--- src/rtl/rr_mux_nx1.sv ---
// ============================================================================
//  Module   : rr_mux_nx1
//  Purpose  : N-to-1 valid/ready stream mux with a registered output stage.
//             It supports fixed-select and round-robin modes.
//             Define RR_MUX_BURST_EN to lock round-robin grants into bursts
//             of up to BURST_LEN beats.
//  Revision : 1.0 - initial release
// ============================================================================
`default_nettype none

module rr_mux_nx1 #(
  parameter int NUM_CH    = 4,
  parameter int DATA_W    = 8,
`ifdef RR_MUX_BURST_EN
  parameter int BURST_LEN = 4,
`endif
  parameter int SEL_W     = $clog2(NUM_CH)
) (
  input  logic                     clk,
  input  logic                     rst,
  input  logic [NUM_CH*DATA_W-1:0] in_data,
  input  logic [NUM_CH-1:0]        in_valid,
  output logic [NUM_CH-1:0]        in_ready,
  input  logic                     mode,
  input  logic [SEL_W-1:0]         sel,
  output logic [DATA_W-1:0]        out_data,
  output logic [SEL_W-1:0]         out_ch,
  output logic                     out_valid,
  input  logic                     out_ready
);

  localparam logic [SEL_W:0]   NUM_CH_X = (SEL_W+1)'(NUM_CH);
  localparam logic [SEL_W-1:0] LAST_CH  = SEL_W'(NUM_CH - 1);

  logic                out_valid_q, out_valid_d;
  logic [DATA_W-1:0]   out_data_q,  out_data_d;
  logic [SEL_W-1:0]    out_ch_q,    out_ch_d;
  logic [SEL_W-1:0]    ptr_q,       ptr_d;

  logic                load;
  logic [NUM_CH-1:0]   fix_grant;
  logic [NUM_CH-1:0]   rr_grant;
  logic                rr_found;
  logic [SEL_W:0]      rr_idx;
  logic [NUM_CH-1:0]   grant;
  logic [NUM_CH-1:0]   xfer;
  logic                xfer_any;
  logic [SEL_W-1:0]    xfer_ch;
  logic [DATA_W-1:0]   xfer_data;
  logic [SEL_W-1:0]    ptr_next;
  logic [DATA_W-1:0]   ch_data [NUM_CH];

  // A new beat may enter whenever the output slot is empty or being drained.
  assign load = !out_valid_q || out_ready;

  for (genvar i = 0; i < NUM_CH; i++) begin : g_ch
    assign ch_data[i] = in_data[i*DATA_W +: DATA_W];
  end

  always_comb begin
    fix_grant = '0;
    if ({1'b0, sel} < NUM_CH_X) begin
      fix_grant[sel] = in_valid[sel];
    end
  end

  // Circular search starting at the pointer; the first valid channel wins.
  always_comb begin
    rr_grant = '0;
    rr_found = 1'b0;
    rr_idx   = '0;
    for (int j = 0; j < NUM_CH; j++) begin
      rr_idx = {1'b0, ptr_q} + (SEL_W+1)'(j);
      if (rr_idx >= NUM_CH_X) begin
        rr_idx = rr_idx - NUM_CH_X;
      end
      if (!rr_found && in_valid[rr_idx[SEL_W-1:0]]) begin
        rr_grant[rr_idx[SEL_W-1:0]] = 1'b1;
        rr_found                    = 1'b1;
      end
    end
  end

`ifdef RR_MUX_BURST_EN
  localparam int                CNT_W     = $clog2(BURST_LEN + 1);
  localparam logic [CNT_W-1:0] BURST_MAX = CNT_W'(BURST_LEN);

  logic               lock_q,    lock_d;
  logic [SEL_W-1:0]   lock_ch_q, lock_ch_d;
  logic [CNT_W-1:0]   cnt_q,     cnt_d;
  logic [CNT_W-1:0]   cnt_inc;
  logic               lock_hold;

  assign lock_hold = mode && lock_q && in_valid[lock_ch_q];

  always_comb begin
    if (!mode) begin
      grant = fix_grant;
    end else if (lock_hold) begin
      grant = NUM_CH'(1) << lock_ch_q;
    end else begin
      grant = rr_grant;
    end
  end

  // The pointer already sits past the locked channel, so a release falls back to it.
  always_comb begin
    lock_d    = lock_q;
    lock_ch_d = lock_ch_q;
    cnt_d     = cnt_q;
    cnt_inc   = lock_hold ? cnt_q + 1'b1 : CNT_W'(1);
    if (!mode || (lock_q && !in_valid[lock_ch_q])) begin
      lock_d = 1'b0;
      cnt_d  = '0;
    end
    if (mode && xfer_any) begin
      if (cnt_inc == BURST_MAX) begin
        lock_d = 1'b0;
        cnt_d  = '0;
      end else begin
        lock_d    = 1'b1;
        lock_ch_d = xfer_ch;
        cnt_d     = cnt_inc;
      end
    end
  end

  always_ff @(posedge clk) begin
    if (rst) begin
      lock_q    <= 1'b0;
      lock_ch_q <= '0;
      cnt_q     <= '0;
    end else begin
      lock_q    <= lock_d;
      lock_ch_q <= lock_ch_d;
      cnt_q     <= cnt_d;
    end
  end
`else
  always_comb begin
    grant = mode ? rr_grant : fix_grant;
  end
`endif

  assign in_ready = grant & {NUM_CH{load && !rst}};
  assign xfer     = in_valid & in_ready;
  assign xfer_any = |xfer;

  always_comb begin
    xfer_ch   = '0;
    xfer_data = '0;
    for (int i = 0; i < NUM_CH; i++) begin
      if (grant[i]) begin
        xfer_ch   = SEL_W'(i);
        xfer_data = ch_data[i];
      end
    end
  end

  assign ptr_next = (xfer_ch == LAST_CH) ? '0 : xfer_ch + 1'b1;

  always_comb begin
    out_valid_d = out_valid_q;
    out_data_d  = out_data_q;
    out_ch_d    = out_ch_q;
    ptr_d       = ptr_q;
    if (xfer_any) begin
      out_valid_d = 1'b1;
      out_data_d  = xfer_data;
      out_ch_d    = xfer_ch;
      if (mode) begin
        ptr_d = ptr_next;
      end
    end else if (out_ready) begin
      out_valid_d = 1'b0;
    end
  end

  always_ff @(posedge clk) begin
    if (rst) begin
      out_valid_q <= 1'b0;
      out_data_q  <= '0;
      out_ch_q    <= '0;
      ptr_q       <= '0;
    end else begin
      out_valid_q <= out_valid_d;
      out_data_q  <= out_data_d;
      out_ch_q    <= out_ch_d;
      ptr_q       <= ptr_d;
    end
  end

  assign out_valid = out_valid_q;
  assign out_data  = out_data_q;
  assign out_ch    = out_ch_q;

endmodule

`default_nettype wire

--- config.mk ---
export PLATFORM = sky130hd
export DESIGN_NAME = rr_mux_nx1
export DESIGN_NICKNAME = d
export VERILOG_FILES = /design/src/rtl/rr_mux_nx1.sv
export SDC_FILE = /design/constraint.sdc
export NUM_CORES = 1
export LEC_CHECK = 0
export BUFFER_PORTS_ARGS = -buffer_cell sky130_fd_sc_hd__buf_2
export CAP_MARGIN = 20
export CORE_AREA = 2 2 63 53
export DETAILED_ROUTE_END_ITERATION = 12
export DIE_AREA = 0 0 65 55
export PLACE_DENSITY_LB_ADDON = 0.25
export SLEW_MARGIN = 20
export SYNTH_ARGS = -nofsm -noshare
export SYNTH_HDL_FRONTEND = slang
export SYNTH_SLANG_ARGS = --single-unit
--- constraint.sdc ---
create_clock -name clk -period 4.1 [get_ports clk]
set_clock_uncertainty 0.15 [all_clocks]
set_input_delay 0.41 -clock clk [delete_from_list [all_inputs] [get_ports clk]]
set_output_delay 0.41 -clock clk [all_outputs]
set_load 0.03 [all_outputs]
-- Word-level counts from Yosys, hierarchy flattened
Index checks and enable logic that the tools add are counted.
- flip-flop bits (word level): 13
- bits in latches: 0
- RAM bits: 0
- bits in read-only memories: 0
- output and inout bits: 15
- word-level logic and storage cells: 93
- memories kept: 0
- add/subtract/negate cells: 8
- multipliers: 0
- divide/modulo/power cells: 0
- $lt $le $gt $ge: 14
- equality and inequality tests: 1
- shift-type cells: 0
- muxes and demuxes: 42
- bitwise gates (word level): 6
- reductions and logical operators: 18
- operators by type and width (operator ; count):
    8-bit 2-to-1 mux ; 4
    4-bit 2-to-1 mux ; 5
    1-bit 2-to-1 mux ; 16
    2-bit by 3-bit < comparator with 1-bit output (second input constant) ; 5
    2-bit 2-to-1 mux ; 7
    4-bit bitwise AND ; 3
    4-bit bitwise OR ; 3
    1-bit binary-select mux with 2-bit select ; 5
    1-bit demux with 2-bit select ; 5
    2-bit by 1-bit greater-or-equal comparator with 1-bit output (second input constant) ; 5
    3-bit greater-or-equal comparator (second input constant) ; 3
    1-bit logical AND ; 9
    2-bit by 1-bit subtractor with 2-bit output (second input constant) ; 4
    2-bit by 2-bit adder with 3-bit output (second input constant) ; 2
    1-bit logical NOT ; 5
    4-bit OR reduction ; 1
    2-bit by 1-bit adder with 3-bit output (second input constant) ; 1
    2-bit by 3-bit greater-or-equal comparator with 1-bit output (second input constant) ; 1
    2-bit by 1-bit adder with 2-bit output (second input constant) ; 1
    2-bit == test (second input constant) ; 1
    2-bit AND reduction ; 1
    2-bit nonzero test ; 1
    1-bit logical OR ; 1

-- Logic depth before layout (Yosys ltp)
- depth after elaboration: 20
- depth in mapped cells: 11
- mapped depth without buffers: 9

-- Worst setup path after synthesis
OpenSTA, ideal clock, no wires.
- path type: register -> output
- start: register ptr_q[1]
- end: output port in_ready[3]
- data arrival time: 2863 ps
- setup slack: 677 ps
- cell stages (with the launch flop): 9
- buffers on the path: 1
- path through: dfxtp_1 -> inv_1 -> ha_1 -> mux4_2 -> nor4b_4 -> a2111oi_2 -> a21o_1 -> buf_2 -> nor2_1
- longest elaborated chain between the ends: 16
- ends and longest elaborated chain (what ; line ; source):
    from (decl) ; 38 ; logic [SEL_W-1:0] ptr_q, ptr_d;
    from (signal assigned) ; 189 ; ptr_q <= ptr_d;
    branches (longest 13 deep; another with 2-bit by 1-bit adder with 3-bit output) ; n/a ;
    4-bit 2-to-1 mux (*) ; 77 ; if (!rr_found && in_valid[rr_idx[SEL_W-1:0]]) begin
    4-bit 2-to-1 mux (*) ; 141 ; grant = mode ? rr_grant : fix_grant;
    4-bit bitwise AND (*) ; 145 ; assign in_ready = grant & {NUM_CH{load && !rst}};
    to (decl) ; 23 ; output logic [NUM_CH-1:0] in_ready,
Mark *: on every way between the ends. The select of a mux whose other input is x is not followed.

-- Worst setup path in the final report
- start: register ptr_q[1]
- end: output port in_ready[0]
The elaborated chain is that of the path after synthesis.

==> flow_summary.yaml <==
global_route:
  use_met2: 0.352
  grt_pass1_vias: 1231
  grt-ovfl-total: 0
  grt_pass1_wl_mm: 6.01
  top_usage_layer: "met2"
  track_usage: 0.224
  gr-usage-met1: 0.301
  antenna_found_initial: 0
  grt_start_max_net_pins: 18
  use_met3: 0.0547
clocking:
  h-tree-depth: 1
  cts.clk_slew.worst_paths_ps: 60
  clkLatencyLatePin_ps: 240
  cts_made_buffers: 3
  root_buffer: "clkbuf_8"
  cts.sinks: 13
  cts_max_path_buffers: 2
  cts_tree: "yes"
  cts_setup_buffers: 0
floorplan:
  initial_core_util: 0.463
  die_width_um: 65
  die-area_sq_um: 3580
  rows: 18
  fp.dieH_um: 55
  ios: 57
  core_sq_um: 2950
detailed_routing:
  first_pass_iters: 4
  drt-total-wl_mm: 3.79
  route.detailed.drc: 0
  post_drt_wl_per_cell_um: 15.3
  ant_nets: 0
  detail_route.iter0.violations: 63
  vias: 1443
  vias_per_cell: 5.82
sta:
  relSlewSlack: 0.620
  rsz0062_at_grt: "no"
  fmax_mhz: 252
  hold_slack_ps: 311
  hold_viol_final: 0
  finalSetupTns_ps: 0
  slew_viol_final: 0
  period_needed_ps: 3970
  period_share: 0.967
  worst_slew_pin_slew_ps: 567
  finalSetupViolations: 0
yosys:
  synthMuxAreaShare: 0.128
  async_reset_ff_frac: 0
  synth_compound_area_frac: 0.247
  ys_warn_count: 0
  avgSynthCellArea_sq_um: 8.92
  synth_cell_types: 44
  synth-xor-area-share: 0
  synth_seq_cells: 13
  synth_simple_gate_area_frac: 0.340
  syn_area_sq_um: 1370
  yosys.area_share.adder: 0.0458
  synth_edf_count: 0
  syn_inst: 153
  ys_seq_area_frac: 0.191
  synth_top_family_by_area: "simple AND/OR/NAND/NOR gates"
  ys.flop_type: "dfxtp_1"
  syn_nets: 200
critical_path:
  crit_arrival_ps: 3410
  r2r-start: "ptr_q[1]"
  start_kind: "flip-flop"
  r2r-end: "out_data[3]"
  path_max_fanout: 8
  crit_path_start: "ptr_q[1]"
  worst_ep_required_time_ps: 3540
  end_kind: "output pin"
  critPathCapture: "in_ready[0]"
  critPathKind: "reg -> out"
  reg2reg_setup_slack_ps: 240
  r2r_cells: 9
final_layout:
  final_cells: 248
  final_core_util: 0.577
  final_common_cell: "buf_2"
  syn2layout_area_growth_pct: 24.7
  drive_gt1_frac: 0.380
  most-common-layout-cells: "56 x buf_2, 19 x nor2_1, 12 x nand2_1, 12 x dfxtp_1"
  final_nets: 256
  insertedDiodeCount: 0
  n_fill_cell: 274
pwr:
  cellPowerDensity_nw_per_um2: 297
  p_leak_nw: 0.747
  p_total_mw: 0.505
  ir_drop_v: 0.000217
hold_path:
  min-delay-start: "in_data[28]"
  min_path_type: "in -> reg"
placed_design:
  dp_hpwl_mm: 3.00
  gp_congestion: 0.847
  portBuffers: 56
  place_inst: 244
run_status:
  status: "finished, final reports clean"
run:
  drv_cap: 0
## layer usage
metal / wire length (um) / share of wire
met3: 283 / 0.075
met2: 1780 / 0.47
met5: 0 / 0
met4: 55 / 0.015
met1: 1670 / 0.44
## stage by stage
| step | setup slack (ps) | area [sq um] |
|---|---|---|
| 2_1_floorplan | 677 | 1370 |
| 3_3_place_gp | 429 | 1660 |
| 3_5_place_dp | 217 | 1660 |
| 4_1_cts | 101 | 1700 |
| 5_1_grt | 8.21 | 1700 |
| 6_report | 135 | 1700 |
## what timing repair did
action                                  in CTS  in global routing
endpoints found under the setup margin       0                  5
hold buffers                                 0                  0
gates resized for setup                      0                  2
hold endpoints to repair                     0                  0
## cells in the mapped netlist, types with 2 or more instances
| cell type | count | share of area |
|---|---|---|
| and3b_1 | 2 | 0.013 |
| nand4_1 | 4 | 0.018 |
| nor2_1 | 19 | 0.052 |
| dfxtp_1 | 13 | 0.19 |
| nor2b_1 | 8 | 0.037 |
| buf_2 | 2 | 0.0073 |
| mux2i_1 | 7 | 0.051 |
| o21ai_0 | 3 | 0.011 |
| nand3b_1 | 8 | 0.044 |
| and2_1 | 3 | 0.014 |
| nand2b_1 | 4 | 0.018 |
| a221oi_1 | 4 | 0.026 |
| nand3_1 | 6 | 0.022 |
| inv_1 | 5 | 0.014 |
| nand2_1 | 12 | 0.033 |
| buf_6 | 3 | 0.025 |
| o41ai_1 | 4 | 0.026 |
| ha_1 | 5 | 0.046 |
| o22ai_1 | 2 | 0.0092 |
| and4_1 | 4 | 0.026 |
| a21o_1 | 4 | 0.022 |
| and4bb_2 | 3 | 0.028 |
| mux4_2 | 3 | 0.049 |
| o31ai_1 | 4 | 0.022 |
| a21oi_1 | 2 | 0.0073 |
## power by group
part	switching, mW	total (mW)	internal (mW)
clock	0.0491	0.118	0.0688
sequential	0.0118	0.156	0.144
combinational	0.138	0.231	0.0930
## state kept, by name, indices dropped and copies added (netlist names)
name and flops:
out_data 8, out_ch 2, out_valid 1, ptr_q 2
## layout make-up
class | instances | area (sq um) | area share
multi-input cells | 129 | 1040 | 0.611
repair buffers | 57 | 288 | 0.169
flip-flops and latches | 13 | 262 | 0.154
well taps | 40 | 50.0 | 0.0294
clock buffers | 4 | 45.0 | 0.0265
inverters | 5 | 18.8 | 0.0110
## kinds of logic (layout without fill, tap and decap cells)
group	count (synthesis)	in the layout
muxes	12	12
adders and majority gates	5	5
AOI/OAI and AO/OA	35	35
DFF	13	13
buffers and inverters	11	66
and+or+nand+nor	77	77
## critical path, stage by stage, from the launching register on
cell      delay [ps]
dfxtp_1          560
inv_1            180
ha_1             420
mux4_2           620
nor4b_4          440
a2111o_1         270
a21boi_2         290
and2_1           170
buf_2            190
## how the worst min path moves through the flow
| stage | end | slack, ps | cells after the start |
|---|---|---|---|
| floorplan | ptr_q[0] | 330 | 1 |
| global placement | out_data[3] | 320 | 2 |
| detailed placement | out_data[5] | 320 | 2 |
| CTS | out_data[4] | 300 | 3 |
| global route | out_data[0] | 340 | 3 |
| finish | out_data[4] | 310 | 3 |
No activity file was read; power rests on OpenSTA's default activity.
